`src/rtl/exu_trap_pkg.sv`:
```
// Shared types and constants for the execute-stage trap controller:
// FSM state encoding, mcause codes and interrupt bit positions.
package exu_trap_pkg;

    typedef enum logic [1:0] {
        ST_IDLE  = 2'd0,
        ST_FLUSH = 2'd1,
        ST_VEC   = 2'd2,
        ST_RET   = 2'd3
    } state_e;

    localparam logic [31:0] CAUSE_MEI     = 32'h8000_000B;
    localparam logic [31:0] CAUSE_MSI     = 32'h8000_0003;
    localparam logic [31:0] CAUSE_MTI     = 32'h8000_0007;
    localparam logic [31:0] CAUSE_ILLEGAL = 32'h0000_0002;
    localparam logic [31:0] CAUSE_EBREAK  = 32'h0000_0003;
    localparam logic [31:0] CAUSE_ECALL   = 32'h0000_000B;

    // Bit positions inside irq_pend / irq_en ({meip,mtip,msip})
    localparam int IRQ_MSI = 0;
    localparam int IRQ_MTI = 1;
    localparam int IRQ_MEI = 2;

endpackage

```
`src/rtl/exu_trap_arb.sv`:
```
// Combinational priority encoder: decides whether the committing instruction
// takes an interrupt, an exception or an mret, and produces the matching cause.
module exu_trap_arb
    import exu_trap_pkg::*;
(
    input  logic        cmt_valid,
    input  logic        cmt_ecall,
    input  logic        cmt_ebreak,
    input  logic        cmt_illegal,
    input  logic        cmt_mret,
    input  logic [2:0]  irq_pend,
    input  logic [2:0]  irq_en,
    input  logic        status_mie,
    output logic        irq_take,
    output logic        exc_take,
    output logic        mret_take,
    output logic [31:0] cause
);

    logic [2:0] irq_hit;

    assign irq_hit   = irq_pend & irq_en;
    assign irq_take  = cmt_valid & status_mie & (|irq_hit);
    assign exc_take  = cmt_valid & (cmt_illegal | cmt_ebreak | cmt_ecall);
    assign mret_take = cmt_valid & cmt_mret;

    // Interrupts outrank exceptions; within interrupts MEI > MSI > MTI
    always_comb begin
        cause = 32'h0;
        if (irq_take) begin
            if (irq_hit[IRQ_MEI])      cause = CAUSE_MEI;
            else if (irq_hit[IRQ_MSI]) cause = CAUSE_MSI;
            else                       cause = CAUSE_MTI;
        end else if (cmt_valid) begin
            if (cmt_illegal)      cause = CAUSE_ILLEGAL;
            else if (cmt_ebreak)  cause = CAUSE_EBREAK;
            else if (cmt_ecall)   cause = CAUSE_ECALL;
        end
    end

endmodule

```
`src/rtl/exu_trap.sv`:
```
// Trap/return sequencer: captures a trap or mret at commit, drains the
// pipeline through a flush handshake, then redirects fetch and updates CSRs.
module exu_trap
    import exu_trap_pkg::*;
#(
    parameter int VEC_EN = 1
) (
    input  logic        clk,
    input  logic        rst,
    input  logic        cmt_valid,
    output logic        cmt_ready,
    input  logic [31:0] cmt_pc,
    input  logic        cmt_ecall,
    input  logic        cmt_ebreak,
    input  logic        cmt_illegal,
    input  logic        cmt_mret,
    input  logic [2:0]  irq_pend,
    input  logic [2:0]  irq_en,
    input  logic        status_mie,
    input  logic [31:0] mtvec,
    input  logic [31:0] cmepc,
    output logic        flush_req,
    input  logic        flush_ack,
    output logic        redir_valid,
    output logic [31:0] redir_pc,
    output logic        trap_ena,
    output logic        mret_ena,
    output logic        epc_en,
    output logic        in_retr,
    output logic [31:0] epc_pc,
    output logic [31:0] mcause
);

    state_e      state, state_nxt;
    logic        irq_take, exc_take, mret_take;
    logic [31:0] arb_cause;
    logic        hs, capture;

    logic [31:0] epc_p1, cause_p1, target_p1;
    logic        mret_p1;

    // Vectored mode only applies to interrupts and only with mtvec.MODE == 1
    function automatic logic [31:0] trap_target(input logic [31:0] tvec,
                                                input logic [3:0]  code,
                                                input logic        is_irq);
        logic [31:0] base;
        base = {tvec[31:2], 2'b00};
        if ((VEC_EN != 0) && (tvec[1:0] == 2'b01) && is_irq)
            return base + {26'd0, code, 2'b00};
        return base;
    endfunction

    exu_trap_arb u_arb (
        .cmt_valid   (cmt_valid),
        .cmt_ecall   (cmt_ecall),
        .cmt_ebreak  (cmt_ebreak),
        .cmt_illegal (cmt_illegal),
        .cmt_mret    (cmt_mret),
        .irq_pend    (irq_pend),
        .irq_en      (irq_en),
        .status_mie  (status_mie),
        .irq_take    (irq_take),
        .exc_take    (exc_take),
        .mret_take   (mret_take),
        .cause       (arb_cause)
    );

    always_ff @(posedge clk) begin
        if (rst) begin
            state     <= ST_IDLE;
            epc_p1    <= 32'h0;
            cause_p1  <= 32'h0;
            target_p1 <= 32'h0;
            mret_p1   <= 1'b0;
            mcause    <= 32'h0;
        end else begin
            state <= state_nxt;
            if (capture) begin
                epc_p1    <= cmt_pc;
                cause_p1  <= arb_cause;
                target_p1 <= trap_target(mtvec, arb_cause[3:0], irq_take);
                mret_p1   <= ~irq_take & ~exc_take;
            end
            if (state == ST_VEC)
                mcause <= cause_p1;
        end
    end

    always_comb begin
        state_nxt   = state;
        cmt_ready   = 1'b0;
        hs          = 1'b0;
        in_retr     = 1'b0;
        capture     = 1'b0;
        flush_req   = 1'b0;
        trap_ena    = 1'b0;
        epc_en      = 1'b0;
        mret_ena    = 1'b0;
        redir_valid = 1'b0;
        epc_pc      = 32'h0;
        redir_pc    = 32'h0;
        case (state)
            ST_IDLE: begin
                // An interrupt steals the commit slot: the instruction is not accepted
                cmt_ready = ~irq_take & ~rst;
                hs        = cmt_valid & cmt_ready;
                in_retr   = hs & ~exc_take;
                capture   = ~rst & (irq_take | (hs & (exc_take | mret_take)));
                if (capture)
                    state_nxt = ST_FLUSH;
            end
            ST_FLUSH: begin
                flush_req = 1'b1;
                if (flush_ack)
                    state_nxt = mret_p1 ? ST_RET : ST_VEC;
            end
            ST_VEC: begin
                trap_ena    = 1'b1;
                epc_en      = 1'b1;
                redir_valid = 1'b1;
                epc_pc      = epc_p1;
                redir_pc    = target_p1;
                state_nxt   = ST_IDLE;
            end
            ST_RET: begin
                mret_ena    = 1'b1;
                redir_valid = 1'b1;
                redir_pc    = cmepc;
                state_nxt   = ST_IDLE;
            end
            default: state_nxt = ST_IDLE;
        endcase
    end

endmodule

```
`config.mk`:
```
export PLATFORM = sky130hd
export DESIGN_NAME = exu_trap
export DESIGN_NICKNAME = d
export VERILOG_FILES = /design/src/rtl/exu_trap_pkg.sv /design/src/rtl/exu_trap_arb.sv /design/src/rtl/exu_trap.sv
export SDC_FILE = /design/constraint.sdc
export NUM_CORES = 1
export LEC_CHECK = 0
export CAP_MARGIN = 10
export CORE_ASPECT_RATIO = 0.8
export CORE_MARGIN = 2
export CORE_UTILIZATION = 38
export CTS_BUF_LIST = sky130_fd_sc_hd__clkbuf_16
export CTS_CLUSTER_DIAMETER = 60
export DETAILED_ROUTE_END_ITERATION = 10
export HOLD_SLACK_MARGIN = 0.15
export PLACE_DENSITY = 0.78
export SYNTH_ARGS = -nofsm -noshare
export SYNTH_HDL_FRONTEND = slang
export SYNTH_SLANG_ARGS = --single-unit
```
`constraint.sdc`:
```
create_clock -name clk -period 3.1 [get_ports clk]
set_clock_uncertainty 0.05 [all_clocks]
set_input_delay 0.465 -clock clk [delete_from_list [all_inputs] [get_ports clk]]
set_output_delay 0.465 -clock clk [all_outputs]
set_load 0.02 [all_outputs]
```
---- Word-level counts from Yosys, hierarchy flattened ----
Cells that the tools add are included.
word-level totals
  flip-flop bits (word level) ............. 131
  bits of input ports ..................... 111
  output and inout port bits .............. 103
operators by class
  add/sub/neg operators ................... 1
  equal/unequal tests ..................... 6
  multiplexer cells ....................... 25
  bitwise operators ....................... 18
  reduce and logical (&&, ||, !) cells .... 5
operators by type and width
  cell                                                                   number
  32-bit 2-to-1 mux                                                      8
  32-bit case mux with 2 select lines                                    1
  32-bit by 6-bit adder with 32-bit output                               1
  1-bit 2-to-1 mux                                                       11
  1-bit AND                                                              10
  2-bit case mux with 3 select lines                                     1
  2-bit by 1-bit equality test with 1-bit output, second input constant  2
  2-bit equality test, second input constant                             2
  2-bit 2-to-1 mux                                                       2
  4-bit 2-to-1 mux                                                       1
  2-bit inequality test, second input constant                           2
  1-bit OR                                                               4
  3-bit AND                                                              1
  3-bit 2-to-1 mux                                                       1
  1-bit inverter                                                         3
  3-bit OR reduction                                                     1
  2-bit zero test                                                        1
  2-bit AND reduction                                                    1
  2-bit OR reduction                                                     1
  1-bit logical AND                                                      1

---- Longest topological paths before layout ----
Gate-level depths: netlist of the first run.
  depth in word-level cells ............... 13
  depth in mapped cells ................... 12
  mapped depth without buffers ............ 11

---- Hierarchy ----
Synthesis of the first run repeated with hierarchy kept, for this count alone.
unflattened totals
  cells, all modules ...................... 799
  area, all modules ....................... 6,299.8 µm²
modules (own cells, without submodules)
  module        times used  cells each  area an instance (µm²)
  exu_trap      1           753         5,979.5
  exu_trap_arb  1           46          320.3

---- Worst setup path before layout of the first run ----
No wires, ideal clock.
  path type ............................... input to register
  start ................................... in irq_pend[0]
  end ..................................... reg target_p1[9]
  library setup time ...................... 86 ps
  data arrival time ....................... 3,157 ps
  required time ........................... 2,964 ps
  path slack .............................. -192 ps
  cell stages on the path ................. 10
  path buffers ............................ 1
  cells stage by stage .................... a222oi_1 -> nor3b_1 -> o41ai_2 -> ha_1 -> a21o_1 -> a2bb2oi_1 -> clkbuf_1 -> nor3_1 -> xnor2_1 -> a211oi_1
between the ends
  elaborated cells on any way between the ends .. 20
RTL lines
  item                                      line                text
  start: declaration                        exu_trap.sv:17      input logic [2:0] irq_pend,
  3-bit AND                                 exu_trap_arb.sv:22  assign irq_hit = irq_pend & irq_en;
  3-bit OR reduction                        exu_trap_arb.sv:23  assign irq_take = cmt_valid & status_mie & (|irq_hit);
  1-bit AND                                 exu_trap_arb.sv:23
  32-bit 2-to-1 mux                         exu_trap_arb.sv:30  if (irq_take) begin
  via arb_cause[3]                          exu_trap.sv:36      logic [31:0] arb_cause;
  32-bit by 6-bit adder with 32-bit output  exu_trap.sv:49      return base + {26'd0, code, 2'b00};
  32-bit 2-to-1 mux                         exu_trap.sv:48      if ((VEC_EN != 0) && (tvec[1:0] == 2'b01) && is_irq)
  32-bit 2-to-1 mux                         exu_trap.sv:50      return base;
  end signal: assignment                    exu_trap.sv:81      target_p1 <= trap_target(mtvec, arb_cause[3:0], irq_take);
  end: declaration                          exu_trap.sv:39      logic [31:0] epc_p1, cause_p1, target_p1;
The timed path passes the listed nets, and every way through them passes these cells. The select of a mux whose other input is x is not followed.
A chain may end at the register's enable or synchronous reset.

---- Final worst setup path of the first run ----
  start ................................... in cmt_valid
  end ..................................... reg target_p1[14]
between the ends
  elaborated cells on any way between the ends .. 21
RTL lines
  item                                        line                text
  start: declaration                          exu_trap.sv:10      input logic cmt_valid,
  1-bit AND (2 in series)                     exu_trap_arb.sv:23
  32-bit 2-to-1 mux *                         exu_trap_arb.sv:30
  via arb_cause[0]                            exu_trap.sv:36
  32-bit by 6-bit adder with 32-bit output *  exu_trap.sv:49
  32-bit 2-to-1 mux *                         exu_trap.sv:48
  32-bit 2-to-1 mux *                         exu_trap.sv:50
Mark *: on every way through the listed nets, which the timed path passes. The rest lies on a longest branch. The select of a mux whose other input is x is not followed.

==> results.yml, run 1 <==
run_status:
  status: "complete, no violations"
yosys:
  ys_seq_elements: 75
  seq_area_frac_synth_pct: 33.4
  synthCells: 572
  yosysUniqueCellTypes: 57
  yosysWarnings: 0
  syn_avg_cell_area_um2: 7.86
  syn_area_um2: 4500
  synth_enable_flop_cells: 0
  ys_async_sr_fraction_pct: 0
  synth_flop_cell: "dfxtp_1"
power:
  p_total_uw: 2780
  leakage_uw: 0.00271
  power.density_nw_per_um2: 393
  ir_drop_mv: 0.299
timing:
  hold_viol_final: 0
  finalMaxSlewViolations: 0
  setup_viol: 0
  fmax_mhz: 340
  final.min_clock_period_ns: 2.94
  slew_headroom_pct: 55.9
  final.period_utilization_pct: 94.9
  tightest_slew_ns: 0.662
  tns_ns: 0
worst_setup_path:
  startpoint_type: "primary input"
  cp.arrival_ns: 3.11
  cp_max_fo: 6
  crit_required_ns: 3.27
  path_class: "in2reg"
  critPathCaptureType: "register"
layout:
  fillers: 976
  layout-drive-gt1-share_pct: 12.1
  fin_cells: 923
  fin_nets: 886
  syn_to_final_growth_pct: 57.5
  multi_input_area_um2: 2800
  final_area_um2: 7080
  seqCellArea_um2: 1500
clock_tree:
  clock_latency_ns: 0.32
  postCtsHoldBufs: 0
  root_buffer: "clkbuf_16"
  clockBufferDepth: 2
  numCtsBuffers: 9
  path_clk_slew_ns: 0.06
  cts_sinks: 75
  cts_tree: "built"
  htree_levels: 3
die:
  io-pin-count: 214
  num_rows: 35
  fp.dieH_um: 101
  dieWidth_um: 126
  initial_core_util_pct: 39.1
  dieArea_um2: 12700
  core_um2: 11500
run:
  maxCapViolCount: 0
global_route:
  grt_util_all_layers_pct: 22.3
  grt_pass1_wl_um: 22900
  grt_pass1_vias: 4442
  grt_overflow_total: 0
  grt_start_max_net_pins: 60
  antenna_found_initial: 1
drt:
  antenna_left: 0
  postRouteWirelength_um: 15300
  drt_iter0_markers: 373
  wire_per_inst_um: 16.6
  viasPerCell: 5.16
  dr.pass1.iters: 5
  vias: 4760
  drcViolationCount: 0
place:
  gp_congestion: 0.897
  placed_cells: 900
  dp_hpwl_um: 11700
  portBuffers: 186
  place_area_um2: 6570
worst_hold_path:
  min_path_type: "reg2reg"
[cells by family after synthesis]
kind of cell | Yosys count | share of synthesized area, %
AO/OA/AOI/OAI | 89 | 12.9
XOR/XNOR | 24 | 4.67
adder cells (fa/ha/maj) | 5 | 1.56
buffers and inverters | 83 | 9.74
flip-flops | 75 | 33.4
multiplexers | 31 | 6.90
other | 1 | 0.0834
AND/OR/NAND/NOR | 264 | 30.8
[metrics by stage]
| step | setup WS [ns] | utilization, % | hold WS (ns) |
|---|---|---|---|
| final | 0.157 | 61.5 | 0.399 |
| after global routing | -0.000278 | 61.5 | 0.416 |
| after CTS | 0.00347 | 59.8 | 0.401 |
| after detailed placement | -0.417 | 57.0 | 0.393 |
| after global placement | -0.277 | 57.0 | 0.388 |
| after floorplan | 0.0170 | - | 0.382 |
[cell usage in the layout, fill, tap and decap left out, types with 6 or more instances in the layout]
cell,n
clkdlybuf4s50_1,177
nand2_1,89
dfxtp_1,74
buf_4,43
a21oi_1,41
and2_1,37
nor2b_1,32
nor2_1,31
mux2i_1,31
conb_1,27
nand3_1,17
inv_1,12
nand4_1,12
xnor2_1,12
a211oi_1,10
xor2_1,9
clkbuf_16,9
nor3_1,8
nor4_1,8
dlymetal6s2s_1,7
o21ai_1,6
[worst max-delay path, stage by stage]
cell	delay [ns]
clkdlybuf4s50_1	0.53
nand2b_1	0.11
o21ai_2	0.18
ha_2	0.21
inv_1	0.05
fa_2	0.35
nand2b_1	0.16
a21oi_1	0.15
buf_4	0.17
buf_4	0.13
nand4_1	0.12
xnor2_1	0.18
a211oi_1	0.29
[repair_timing]
item / CTS / global route
gates resized for setup: 4 / 28
buffers inserted: 0 / 7
pin swaps: 3 / 15
endpoints found under the setup margin: 9 / 20
[flip-flops by register name, summed over array words and instances, names as in the netlist]
signal / cells
mcause: 5
mret_p1: 1
epc_p1: 32
cause_p1: 5
target_p1: 30
state: 2
[per-layer routing]
metal  routed length [um]  global-route usage [%]  share of wire (%)
met1                 6650                    30.8                 43
met2                 7320                    35.8                 48
met3                 1020                    3.65                6.6
met4                  342                    7.78                2.2
met5                    0                       0                  0
[synthesized netlist by cell type, types with 2 or more instances]
| cell type | n | share of area, % |
|---|---|---|
| clkbuf_1 | 26 | 2.2 |
| buf_4 | 28 | 4.7 |
| o21ai_1 | 6 | 0.67 |
| nor4_2 | 2 | 0.56 |
| nand4_1 | 12 | 1.7 |
| or3_1 | 3 | 0.42 |
| and3_1 | 5 | 0.70 |
| xor2_1 | 10 | 1.9 |
| nor3_1 | 8 | 0.89 |
| a211oi_1 | 13 | 2.2 |
| xnor2_1 | 14 | 2.7 |
| a311oi_1 | 2 | 0.39 |
| nand2_1 | 89 | 7.4 |
| nor2_1 | 31 | 2.6 |
| nor4_1 | 11 | 1.5 |
| and4_1 | 3 | 0.58 |
| nand2b_1 | 4 | 0.56 |
| nand3_1 | 18 | 2.0 |
| inv_1 | 12 | 1.0 |
| nor2b_1 | 32 | 4.5 |
| o21ai_0 | 6 | 0.67 |
| ha_1 | 4 | 1.1 |
| mux2i_1 | 31 | 6.9 |
| buf_1 | 5 | 0.42 |
| a311o_1 | 2 | 0.45 |
| buf_2 | 11 | 1.2 |
| and2_1 | 37 | 5.1 |
| a21oi_1 | 42 | 4.7 |
| o211a_1 | 3 | 0.67 |
| dfxtp_1 | 75 | 33 |
[worst paths after layout]
| check | startpoint | end | cells after the start | slack, ns |
|---|---|---|---|---|
| worst max-delay path | cmt_valid | target_p1[14] | 13 | 0.16 |
| worst min-delay path | epc_p1[12] | epc_p1[12] | 2 | 0.40 |
| worst max register to register | state[0] | target_p1[5] | 6 | 0.92 |
| worst min register to register | epc_p1[12] | epc_p1[12] | 2 | 0.40 |
[final cells by class]
cell class | instances | area share, %
clock buffers | 9 | 3.18
repair buffers | 232 | 31.6
clock inverters | 6 | 1.27
well taps | 148 | 2.61
multi-input cells | 440 | 39.5
diodes | 1 | 0.0353
inverters | 12 | 0.636
flip-flops and latches | 75 | 21.2
[power by group]
part / switching, uW / internal [uW]
clock: 405 / 703
sequential: 45.3 / 1030
combinational: 303 / 303
total: 754 / 2030
Power figures use the tool's default switching activity.
==> run 2, diff against run 1 <==
- CTS_BUF_LIST: sky130_fd_sc_hd__clkbuf_16 -> unset
==> results of run 2 <==
No change in the layout: final DEF, timing and power equal those of run 1.
==> run 3, diff against run 2 <==
- CORE_UTILIZATION: 38 -> 42
- PLACE_DENSITY: 0.78 -> 0.82
- REMOVE_ABC_BUFFERS: unset -> 1
- clock period: 3.1 -> 3 ns (I/O delays scaled with it)
==> results.yml, run 3 (same netlist as run 1, synthesis figures left out) <==
clock_tree:
  clock_latency_ns: 0.32
  postCtsHoldBufs: 0
  clockBufferDepth: 2
  root_buffer: "clkbuf_16"
  htree_levels: 3
  path_clk_slew_ns: 0.06
  numCtsBuffers: 9
  cts_tree: "built"
  cts_sinks: 75
layout:
  fin_cells: 914
  top_regs: "epc_p1 x32, target_p1 x30"
  antenna_cells: 0
  regMostFlops: "epc_p1"
  largest_reg_flops: 32
  layout-drive-gt1-share_pct: 12.1
  fin_nets: 885
  layout_common_cells: "clkdlybuf4s50_1, nand2_1, dfxtp_1"
  utilization_pct: 68.3
  syn_to_final_growth_pct: 56.7
  final_area_um2: 7050
  fillers: 827
  final_common_cell: "clkdlybuf4s50_1"
run_status:
  status: "complete, no violations"
worst_setup_path:
  cp_max_fo: 6
  startpoint_type: "primary input"
  critPathSlowestCell: "clkdlybuf4s50_1"
  endpoint: "target_p1[26]"
  critPathCaptureType: "register"
  crit_required_ns: 3.16
  cp.arrival_ns: 3.04
  r2r-end: "target_p1[2]"
  reg2reg_from: "state[0]"
  r2r_slack_ns: 0.91
  crit_buf_inv: 3
  path_cells: "clkdlybuf4s50_1, nand2b_1, o21ai_2, ha_2, inv_2, fa_2, nand2b_4, a21oi_2, buf_4, nand4bb_4, o211a_1, a311o_1"
  startpoint: "cmt_valid"
  timing.critical_path.max_delay_family: "compound AO/OA/AOI/OAI gates"
  cp.depth: 12
  path_class: "in2reg"
  cpPeakStageDelay_ns: 0.54
  r2r_cells: 7
place:
  place_area_um2: 6530
  dp_hpwl_um: 10300
  gp_congestion: 0.854
  portBuffers: 186
  placed_cells: 891
drt:
  wire_per_inst_um: 15.4
  antenna_left: 0
  drt_iter0_markers: 265
  vias: 4681
  dr.pass1.iters: 4
  drcViolationCount: 0
  postRouteWirelength_um: 14100
  viasPerCell: 5.12
global_route:
  grt_overflow_total: 0
  grt_start_max_net_pins: 60
  grt_util_all_layers_pct: 22.2
  grt_pass1_wl_um: 20400
  grt_pass1_vias: 4302
  antenna_found_initial: 0
power:
  leakage_uw: 0.00269
  ir_drop_mv: 0.290
  p_total_uw: 2800
  power.density_nw_per_um2: 398
die:
  fp.dieH_um: 96.6
  initial_core_util_pct: 43.6
  io-pin-count: 214
  num_rows: 33
  dieWidth_um: 120
  dieArea_um2: 11600
  core_um2: 10300
timing:
  fmax_mhz: 347
  tightest_slew_ns: 0.639
  rsz0062_at_grt: "false"
  hold_viol_final: 0
  final.period_utilization_pct: 96.1
  final.min_clock_period_ns: 2.88
  finalMaxSlewViolations: 0
  slew_headroom_pct: 57.3
  setup_viol: 0
run:
  maxCapViolCount: 0
worst_hold_path:
  min_path_type: "reg2reg"
## run 3: changes by cell type in the layout (fill, tap and decap cells not counted), sizes merged, moves of 2 or more
cell      delta
clkbuf       +3
clkinvlp     +4
clkinv       -2
buf          -3
## run 3: worst min-delay path by stage
stage	end	slack (ns)	start	depth (start not counted)
after floorplan	mcause[31]	0.38	cause_p1[31]	2
after global placement	epc_p1[11]	0.39	epc_p1[11]	2
after detailed placement	epc_p1[22]	0.39	epc_p1[22]	2
after CTS	epc_p1[29]	0.40	epc_p1[29]	2
after global routing	epc_p1[2]	0.42	epc_p1[2]	2
final	epc_p1[24]	0.40	epc_p1[24]	2
## run 3: report_power, final
part / internal [uW] / switching, uW
registers: 1060 / 33.5
logic: 312 / 309
clock network: 670 / 418
total: 2040 / 761
## run 3: through the flow
step / hold WS [ns] / worst slack, ns / setup TNS [ns]
final: 0.401 / 0.118 / 0
after CTS: 0.403 / 0.00114 / 0
after global routing: 0.423 / 0.0280 / 0
after global placement: 0.388 / -0.282 / -5.52
after detailed placement: 0.395 / -0.392 / -8.35
after floorplan: 0.375 / -0.425 / -6.87
## run 3: repair_timing
| item | CTS | global route |
|---|---|---|
| endpoints found under the setup margin | 21 | 53 |
| cloned | 0 | 2 |
| gates resized for setup | 5 | 34 |
| setup buffers | 0 | 6 |
| pin swaps | 3 | 18 |
## run 3: layout make-up
class	count	area, um^2	share of cell area (%)
multi-input cells	440	2800	39.8
repair buffers	230	2210	31.3
repair inverters	1	7.51	0.106
flip-flops and latches	75	1500	21.3
inverters	12	48.8	0.692
clock buffers	11	243	3.44
clock inverters	5	61.3	0.870
well taps	140	175	2.48
## run 3: worst min-delay path, cell delays in order, from the launching register on
cell and delay, ns:
dfxtp_1 0.30, nand2_1 0.05, a21oi_1 0.05
## run 3: routing by layer
metal / routed length, um / GRT usage (%) / vias to the layer above
met2: 7010 / 40.5 / 171
met5: 0 / 0 / -
met3: 821 / 4.34 / 8
met1: 6130 / 26.9 / 2211
met4: 111 / 6.18 / 0
li1: - / - / 2291
